<file path="src/rtl/setup_initiator.sv">
`default_nettype none
// ============================================================================
// Module      : setup_initiator
// Description : Issues a control-transfer setup packet to an endpoint and
//               tracks the ACK / data phases with a per-phase timeout.
// Revision    : 1.0 - initial release
// ============================================================================
module setup_initiator #(
  parameter logic [7:0] TIMEOUT = 8'd64
) (
  input  logic        clk,
  input  logic        rst,
  input  logic        start,
  input  logic [7:0]  bmRequestType,
  input  logic [7:0]  bRequest,
  input  logic [15:0] wValue,
  input  logic [15:0] wIndex,
  input  logic [15:0] wLength,
  input  logic        ep_busy,
  input  logic [31:0] ep_data_in,
  output logic [63:0] setup_data,
  output logic        ep_enable,
  output logic [31:0] rx_data,
  output logic        busy,
  output logic        done,
  output logic        error
);

  typedef enum logic [2:0] {
    ST_IDLE     = 3'd0,
    ST_SETUP    = 3'd1,
    ST_WAIT_ACK = 3'd2,
    ST_XFER     = 3'd3,
    ST_FINISH   = 3'd4,
    ST_FAIL     = 3'd5
  } state_t;

  localparam logic [7:0] c_count_last = TIMEOUT - 8'd1;

  state_t      r_state;
  logic [7:0]  r_count;
  logic [63:0] r_setup_data;
  logic [31:0] r_rx_data;
  logic        r_ep_enable;
  logic        r_busy;
  logic        r_done;
  logic        r_error;

  // IN direction with a non-empty data stage is the only case that captures data
  logic w_capture;
  assign w_capture = r_setup_data[63] && (r_setup_data[15:0] != 16'd0);

  always_ff @(posedge clk) begin
    if (rst) begin
      r_state      <= ST_IDLE;
      r_count      <= 8'd0;
      r_setup_data <= 64'd0;
      r_rx_data    <= 32'd0;
      r_ep_enable  <= 1'b0;
      r_busy       <= 1'b0;
      r_done       <= 1'b0;
      r_error      <= 1'b0;
    end else begin
      r_done  <= 1'b0;
      r_error <= 1'b0;
      case (r_state)
        ST_IDLE: begin
          if (start) begin
            r_setup_data <= {bmRequestType, bRequest, wValue, wIndex, wLength};
            r_state      <= ST_SETUP;
            r_busy       <= 1'b1;
            r_ep_enable  <= 1'b1;
            r_count      <= 8'd0;
          end
        end
        ST_SETUP: begin
          r_count <= 8'd0;
          r_state <= ST_WAIT_ACK;
        end
        ST_WAIT_ACK: begin
          if (ep_busy) begin
            r_state     <= ST_XFER;
            r_ep_enable <= 1'b0;
            r_count     <= 8'd0;
          end else if (r_count == c_count_last) begin
            r_state     <= ST_FAIL;
            r_ep_enable <= 1'b0;
            r_done      <= 1'b1;
            r_error     <= 1'b1;
          end else begin
            r_count <= r_count + 8'd1;
          end
        end
        ST_XFER: begin
          if (!ep_busy) begin
            r_state <= ST_FINISH;
            r_done  <= 1'b1;
            if (w_capture) r_rx_data <= ep_data_in;
          end else if (r_count == c_count_last) begin
            r_state <= ST_FAIL;
            r_done  <= 1'b1;
            r_error <= 1'b1;
          end else begin
            r_count <= r_count + 8'd1;
          end
        end
        ST_FINISH, ST_FAIL: begin
          r_state <= ST_IDLE;
          r_busy  <= 1'b0;
        end
        default: begin
          r_state     <= ST_IDLE;
          r_busy      <= 1'b0;
          r_ep_enable <= 1'b0;
        end
      endcase
    end
  end

  assign setup_data = r_setup_data;
  assign rx_data    = r_rx_data;
  assign ep_enable  = r_ep_enable;
  assign busy       = r_busy;
  assign done       = r_done;
  assign error      = r_error;

endmodule
`default_nettype wire

</file>
<file path="config.mk">
export PLATFORM = sky130hd
export DESIGN_NAME = setup_initiator
export DESIGN_NICKNAME = d
export VERILOG_FILES = /design/src/rtl/setup_initiator.sv
export SDC_FILE = /design/constraint.sdc
export NUM_CORES = 1
export LEC_CHECK = 0
export BUFFER_PORTS_ARGS = -buffer_cell sky130_fd_sc_hd__buf_2
export CAP_MARGIN = 5
export CORE_UTILIZATION = 47
export DETAILED_ROUTE_END_ITERATION = 8
export PLACE_DENSITY = 0.9
export SKIP_LAST_GASP = 1
export SLEW_MARGIN = 20
export SYNTH_ARGS = -nofsm -noshare
export SYNTH_HDL_FRONTEND = slang
export SYNTH_SLANG_ARGS = --single-unit
export TNS_END_PERCENT = 1
</file>
<file path="constraint.sdc">
create_clock -name clk -period 2.1 [get_ports clk]
set_clock_uncertainty 0.2 [all_clocks]
set_input_delay 0.42 -clock clk [delete_from_list [all_inputs] [get_ports clk]]
set_output_delay 0.42 -clock clk [all_outputs]
set_load 0.005 [all_outputs]
</file>
* Yosys cells after proc, flatten, opt, wreduce, memory -nomap -nowiden *
Index checks and enable logic that the tools add are counted.

cells by class
  $add $sub $neg = 1
  equal/unequal tests = 9
  mux-type cells = 21
  bitwise operators = 3
  reduce and logical (&&, ||, !) cells = 11

operator list
  kind                 number
  $mux 8               4
  $pmux 8 s4           1
  $reduce_bool 16->1   1
  $mux 3               4
  $pmux 3 s4           1
  $reduce_and 3->1     3
  $add 8x1->8 const B  1
  $eq 8x6->1 const B   1
  $mux 1               7
  $eq 3x2->1 const B   2
  $eq 3x3->1 const B   2
  $pmux 1 s2           3
  $ne 2x2->1 const B   2
  $reduce_and 2->1     2
  $reduce_bool 4->1    1
  $reduce_or 4->1      1
  $eq 3x1->1 const B   1
  $logic_not 3->1      1
  $ne 3x3->1 const B   1
  $not 1->1            3
  $pmux 1 s3           1
  $reduce_or 3->1      1
  $logic_and 1x1->1    1

storage, ports and cells
  register bits after elaboration = 111
  input bits = 100
  output and inout port bits = 100
  word-level logic and storage cells = 53

* Longest topological paths before layout *
Gate-level depths: netlist of the first run.

  word-level depth = 4
  mapped depth = 7
  gate-level depth less buffers = 5

* Worst setup path after synthesis of the first run *
Ideal clock, no wire load.

  path kind = input-to-reg
  start = in ep_busy
  end = reg r_count[4]
  library setup time = 70 ps
  data arrival time = 1599 ps
  required time = 1830 ps
  path slack = 231 ps
  stages on the path = 6
  cell sequence = buf_4 > nor2b_4 > a211o_1 > buf_6 > or4_1 > a21oi_1

on the way
  word-level cells in the longest chain between the ends = 2

ends and longest elaborated chain
  what                                            line  text
  start, declared                                 19    input logic ep_busy,
  $mux 8 or $ne 2x2->1 (tied branches)            -
  $pmux 8 s4 or $reduce_and 3->1 (tied branches)  -
  end signal, assigned                            91    r_count <= r_count + 8'd1;
  end signal, assigned                            104   r_count <= r_count + 8'd1;
  end, declared                                   41    logic [7:0] r_count;

Several ways; a longest one is shown, not always the timed one.
A chain may end at the register's enable or synchronous reset.

* Final worst setup path of the first run *
  start = reg r_state[1]
  end = reg r_rx_data[9] (netlist: rx_data[9])

on the way
  word-level cells in the longest chain between the ends = 2

ends and longest elaborated chain
  what                               line  text
  start, declared                    40    state_t r_state;
  start signal, assigned             55    r_state <= ST_IDLE;
  start signal, assigned             70    r_state <= ST_SETUP;
  start signal, assigned             78    r_state <= ST_WAIT_ACK;
  $eq 3x2->1                         66    case (r_state)
  $reduce_and 3->1 (no source line)  -
  end signal, assigned               98    if (w_capture) r_rx_data <= ep_data_in;
  end, declared                      43    logic [31:0] r_rx_data;

No other way between the ends.

==> summary.txt, run 1 <==
Clock network
  – CTS H-tree depth: 3
  – Clock Sinks: 111
  – Clk pin slew, worst setup/hold paths: 0.11 ns
  – Resize count post-CTS: 0
  – CTS root buf: clkbuf_8
  – CTS Buf Count: 9
  – CTS tree: done
  – Longest Clk Path Bufs: 2
  – Number of hold buffers added after CTS: 0
  – Post CTS Setup Buffer Count: 0
  – Clk Latency, worst-skew pair: 0.36 ns

Setup path
  – Cell Chain, Critical Path: inv_1 > nor3_1 > and4_2 > buf_12 > mux2i_1
  – Reg2Reg Capture Point: rx_data[9]
  – Crit Path Max Fanout: 32
  – Worst EP required: 2.19 ns
  – R2R depth: 5
  – CP max stage cell: dfxtp_1
  – CP Class: reg -> reg
  – CP Launch Type: flop
  – Critical Path End Type: flop
  – CP peak stage delay: 0.52 ns
  – RR Startpoint: r_state[1]
  – R2R setup slack: 0.13 ns
  – Critical Path AT: 2.06 ns

Yosys
  – Mapped cell area: 4450 sq um
  – Cell variety after synth: 42
  – Post-synth top area share: 0.500
  – Synth area leaders: dfxtp_1 50%, nand2_1 11%, nand2b_1 9.4%, a21oi_1 8.0%, mux2i_1 7.7%
  – Sequential share of the synthesized area: 0.500
  – Synth warn: 0
  – Area leader, netlist: dfxtp_1
  – Mean post-synth cell area: 8.60 sq um
  – Post-synth top cells: 131 x nand2_1, 111 x dfxtp_1, 71 x a21oi_1, 67 x nand2b_1, 34 x mux2i_1
  – Synth Flop Type: dfxtp_1
  – #FFs+latches synth: 111
  – Syn Inst Count: 517
  – Asr flop ratio synth: 0
  – Synth Net Count: 618
  – Post-synth EDFFs: 0
  – Top-count cell post-synth: nand2_1

Die
  – IO Count: 200
  – Die area: 9860 sq um
  – Die H: 99.3 um
  – Core area: 9200 sq um
  – Initial core utilization: 0.484
  – Core Rows: 35
  – Die W: 99.3 um

Place
  – Dpl hpwl: 7710 um
  – Dpl ws: 0.0583 ns
  – Post-DP Area: 5520 sq um
  – Port-buffer cells: 199
  – GPL Wtd Cong: 0.875
  – Placed insts: 798

Worst hold path
  – Worst hold path class: in -> reg
  – Worst hold path depth: 3
  – Hold endpoint: setup_data[54]
  – Worst Min Path Start: bRequest[6]

Finish
  – Share of layout cells above drive strength 1: 0.329
  – Final Util: 0.624
  – Post-route cell area: 5730 sq um
  – # nets final: 799
  – Non-Filler Instances: 815
  – Layout area overhead: 28.9%
  – # fillers: 784

Global route
  – GRT overflow: 0
  – First-pass GRT wire length: 17100 um
  – Gr usage total: 0.213
  – Largest net degree at the start of global routing: 86
  – Initial antenna violation count: 1
  – Number of global-route vias before repair: 3904

Pwr
  – Peak supply drop: 405 uV
  – Static leakage: 2.55 nW
  – Power per cell area: 733 nW/um^2

Route
  – Initial DRC Count: 114
  – Routed wire per std cell: 13.2 um
  – Vias: 4174
  – DRT Pass-1 Iters: 4
  – Final WL: 10700 um
  – DRC violations left: 0
  – Detail Route Antenna Nets: 0
  – Routed vias/inst: 5.12

Timing
  – Max_slew headroom: 0.525
  – Slew Limit Fails: 0
  – Tmin final: 1.97 ns
  – Final Setup Violations: 0
  – Final period util: 0.938
  – RSZ-0062 raised after global routing: true
  – Hold Fails Final Rpt: 0
  – Slew at the pin closest to its max-slew limit: 0.694 ns
  – Final worst setup slack: 0.129 ns
  – Max Freq: 507 MHz

Run
  – MaxCap Viol Count: 0

Outcome
  – Status: complete, no violations
sequential cells by signal (all words and copies together) (netlist names):
| name | cells |
|---|---|
| r_state | 3 |
| busy | 1 |
| done | 1 |
| r_count | 8 |
| setup_data | 64 |
| error | 1 |
| rx_data | 32 |
| ep_enable | 1 |
report_power, final:
| part | total (W) | switching [W] | leakage, nW | internal [W] |
|---|---|---|---|---|
| logic | 0.000592 | 0.000314 | 1.54 | 0.000278 |
| clock network | 0.00134 | 0.000758 | 0.105 | 0.000579 |
| registers | 0.00227 | 0.0000653 | 0.905 | 0.00221 |
critical path: cells and delay by family (launching register included):
| kind | cells | cell delay [ns] |
|---|---|---|
| buffers and inverters | 2 | 0.38 |
| multiplexers | 1 | 0.22 |
| flip-flops | 1 | 0.52 |
| AND/OR/NAND/NOR | 2 | 0.55 |
through the flow:
step	setup TNS [ns]	power, W	hold slack, ns
3_3_place_gp	0	0.00289	0.239
3_5_place_dp	0	0.00292	0.243
6_report	0	0.00420	0.0714
2_1_floorplan	0	0.00265	0.247
4_1_cts	0	0.00425	0.0525
5_1_grt	-0.0514	0.00441	0.0592
kinds of logic (layout without fill, tap and decap cells):
logic type / count (synthesis) / in the layout / synth area share
flip-flops: 111 / 111 / 0.500
buffers and inverters: 42 / 228 / 0.0444
adder cells (fa/ha/maj): 1 / 1 / 0.00281
AND/OR/NAND/NOR: 235 / 235 / 0.258
multiplexers: 34 / 34 / 0.0765
other: 0 / 1 / 0
XOR/XNOR: 1 / 1 / 0.00197
AO/OA/AOI/OAI: 93 / 93 / 0.116
routing by layer:
metal | wire length (um) | part of all wire | global-route usage | vias up
met5 | 0 | 0 | 0 | -
met4 | 212 | 0.020 | 0.0803 | 0
met3 | 785 | 0.073 | 0.0555 | 22
met2 | 5270 | 0.49 | 0.389 | 165
met1 | 4480 | 0.42 | 0.235 | 1909
li1 | - | - | - | 2078
cells in the final DEF, fill, tap and decap left out, types with 2 or more instances in the layout:
cell type  count
buf_12         3
inv_1          4
buf_4          7
nor2b_1        2
clkbuf_8       9
nand2b_1      67
mux2i_1       34
nor2_1         5
buf_2        198
a211oi_1       3
o31ai_1        2
a211o_1        2
a2111oi_0      2
clkinv_4       2
nand3_1        3
dfxtp_1      111
nand4_1        4
or4_1          2
nor4_1         5
or2_2          2
nand2_1      131
nor3_1         3
a21oi_1       71
o21ai_0        5
worst max-delay path by stage:
| stage | startpoint | to | slack [ns] |
|---|---|---|---|
| 3_5_place_dp | ep_busy | r_count[2] | 0.06 |
| 3_3_place_gp | ep_busy | r_count[3] | 0.16 |
| 4_1_cts | r_state[1] | rx_data[7] | 0.14 |
| 5_1_grt | r_state[1] | rx_data[17] | -0.03 |
| 2_1_floorplan | ep_busy | r_count[4] | 0.23 |
| 6_report | r_state[1] | rx_data[9] | 0.13 |
layout make-up:
| class | count | area [sq um] | share of cell area |
|---|---|---|---|
| sequential | 111 | 2220 | 0.388 |
| multi-input combinational | 364 | 2040 | 0.355 |
| timing repair buffer | 208 | 1100 | 0.192 |
| tap | 111 | 139 | 0.0242 |
| clock buffer | 9 | 124 | 0.0216 |
| clock inverter | 7 | 91.3 | 0.0159 |
| inverter | 4 | 15.0 | 0.00262 |
| antenna | 1 | 2.50 | 0.000436 |
Note: power is estimated with default switching activity, not from simulation.
==> run 2: changes to the inputs <==
Settings changed: BUFFER_PORTS_ARGS -buffer_cell sky130_fd_sc_hd__buf_2 to -buffer_cell sky130_fd_sc_hd__buf_4.
==> summary.txt, run 2 (synthesis gave the netlist of run 1 again) <==
Clock network
  – Clk Latency, worst-skew pair: 0.36 ns (about the same)
  – Clock Sinks: 111 (unchanged)
  – Clk pin slew, worst setup/hold paths: 0.11 ns (about the same)
  – CTS tree: done
  – Post CTS Setup Buffer Count: 0 (unchanged)
  – CTS H-tree depth: 3 (unchanged)
  – Longest Clk Path Bufs: 2 (unchanged)
  – CTS Buf Count: 9 (unchanged)
  – CTS root buf: clkbuf_8

Pwr
  – Clock power share: 0.314 (-0.004)
  – Reg power frac: 0.526 (-0.015)
  – Power per cell area: 695 nW/um^2 (-5.2%)
  – Peak supply drop: 423 uV (+4.5%)
  – Combinational power share: 0.160 (+0.019)
  – Static leakage: 2.64 nW (+3.7%)
  – Pwr Total: 0.00433 W (+3.0%)
  – Switching share of power: 0.257 (-0.0132)
  – Net Sw Power: 0.00111 W (-2.0%)
  – Internal power: 0.00321 W (+4.9%)

Finish
  – Most common cell after layout, fill and taps aside: buf_4
  – Layout area overhead: 40.1%
  – Most frequent cells in the layout: 205 x buf_4, 131 x nand2_1, 110 x dfxtp_1
  – # fillers: 710 (-9.4%)
  – # nets final: 799 (unchanged)
  – # diodes: 0 (-1)
  – Share of layout cells above drive strength 1: 0.330 (+0.00142)
  – Max reg flops: 64 (unchanged)
  – Multi-input gate area: 2040 sq um (about the same)
  – Area taken by flip-flops and latches: 2220 sq um (about the same)

Die
  – Die H: 99.3 um (unchanged)
  – IO Count: 200 (unchanged)
  – Core area: 9200 sq um (unchanged)
  – Initial core utilization: 0.484 (unchanged)
  – Die W: 99.3 um (unchanged)
  – Die area: 9860 sq um (unchanged)
  – Core Rows: 35 (unchanged)

Route
  – DRC violations left: 0 (unchanged)
  – Final WL: 11000 um (+2.2%)
  – DRT Pass-1 Iters: 4 (unchanged)
  – Vias: 4175 (+0.024%)
  – Detail Route Antenna Nets: 0 (unchanged)
  – Initial DRC Count: 88 (-23%)
  – Routed vias/inst: 5.13 (+0.15%)
  – Routed wire per std cell: 13.5 um (+2.3%)

Global route
  – Number of global-route vias before repair: 3944 (+1.0%)
  – First-pass GRT wire length: 17700 um (+3.5%)
  – Met2 Track Usage GR: 0.377 (-0.0123)
  – Initial antenna violation count: 0 (-1)
  – Grt met1 use: 0.260 (+0.0247)
  – GRT overflow: 0 (unchanged)
  – Gr usage total: 0.222 (+0.00899)
  – Largest net degree at the start of global routing: 83 (-3.5%)
  – Met3 usage: 0.0675 (+0.0119)
  – Grt peak-use layer: met2

Timing
  – Slew at the pin closest to its max-slew limit: 0.702 ns (+0.00713 ns)
  – Setup TNS: 0 ns (unchanged)
  – Hold slack final: 0.0857 ns (+0.0143 ns)
  – Final Setup Violations: 0 (unchanged)
  – Tmin final: 1.93 ns (-0.0374 ns)
  – Max_slew headroom: 0.531 (+0.00604)
  – Hold Fails Final Rpt: 0 (unchanged)
  – RSZ-0062 raised after global routing: true
  – Final period util: 0.921 (-0.0178)
  – Max Freq: 517 MHz (+1.9%)
  – Slew Limit Fails: 0 (unchanged)
  – Final worst setup slack: 0.167 ns (+0.0374 ns)

Place
  – Dpl hpwl: 7830 um (+1.6%)
  – GPL Wtd Cong: 0.896 (+2.5%)
  – Port-buffer cells: 199 (unchanged)
  – Dpl ws: 0.0847 ns (+0.0264 ns)

Run
  – MaxCap Viol Count: 0 (unchanged)

Setup path
  – Worst EP required: 2.14 ns (-0.05 ns)
  – Crit Path Max Fanout: 6 (-81%)
  – CP max stage cell: or3b_2
  – Critical path buffers and inverters: 0 (-2)
  – Critical Path End Type: flop
  – Critical Path AT: 1.98 ns (-0.08 ns)
  – CP peak stage delay: 0.47 ns (-0.05 ns)
  – Cell Chain, Critical Path: or3b_2 > or2_2 > a221oi_1 > o22ai_1
  – CP Launch Type: flop
  – CP top delay family: simple AND/OR/NAND/NOR gates
  – CP Class: reg -> reg

Worst hold path
  – Worst hold path class: in -> reg

Outcome
  – Status: complete, no violations
==> run 2: changes by cell type in the layout (fill, tap and decap cells not counted) <==
cell | previous run | this run
dfxtp_2 | 0 | 1
dfxtp_1 | 111 | 110
clkinv_2 | 0 | 1
clkinv_8 | 1 | 0
o311ai_1 | 1 | 0
diode_2 | 1 | 0
buf_2 | 198 | 0
a2111oi_0 | 2 | 1
buf_4 | 7 | 205
a2111oi_1 | 0 | 1
clkinv_4 | 2 | 1
clkbuf_8 | 9 | 11
clkinvlp_4 | 1 | 0
o311ai_0 | 0 | 1
==> run 2: what timing repair did <==
action	4_1_cts	5_1_grt
endpoints found under the hold margin	0	0
resized for setup	0	2
endpoints found under the setup margin	0	29
hold buffers	0	0
==> run 2: final timing paths <==
check / from / to / slack [ns] / depth (start not counted)
max: r_count[5] / ep_enable / 0.17 / 4
min: wIndex[15] / setup_data[31] / 0.09 / 3
min reg2reg: setup_data[21] / setup_data[21] / 0.26 / 2
max reg2reg: r_count[5] / ep_enable / 0.17 / 4
==> run 2: power groups by stage <==
stage | combinational (W) | clock [W] | sequential [W]
after global routing | 0.000766 | 0.00147 | 0.00229
after global placement | 0.000680 | 0 | 0.00232
final | 0.000693 | 0.00136 | 0.00228
after detailed placement | 0.000696 | 0 | 0.00232
after CTS | 0.000699 | 0.00139 | 0.00228
after floorplan | 0.000326 | 0 | 0.00232
==> run 2: metrics by stage <==
stage | instance area [sq um] | instances | util
finish | 6230 | 814 | 0.677
global route | 6230 | 814 | 0.677
CTS | 6230 | 814 | 0.677
detailed placement | 6010 | 798 | 0.654
floorplan | 4450 | 517 | -
global placement | 6010 | 798 | 0.654
==> run 2: metal layers <==
metal | vias up | routed length (um)
li1 | 2078 | -
met3 | 20 | 889
met5 | - | 0
met1 | 1914 | 4560
met2 | 163 | 5310
met4 | 0 | 216
==> run 2: worst reg2reg max path: stages (launching register included) <==
cell      delay (ns)
dfxtp_1         0.41
or3b_2          0.47
or2_2           0.33
a221oi_1        0.28
o22ai_1         0.13
==> run 2: final cells by class <==
class                           instances  area share
Clock buffer                           11      0.0243
Clock inverter                          5      0.0102
Inverter                                4     0.00241
Multi-Input combinational cell        364       0.327
Sequential cell                       111       0.357
Tap cell                              111      0.0223
Timing Repair Buffer                  208       0.257
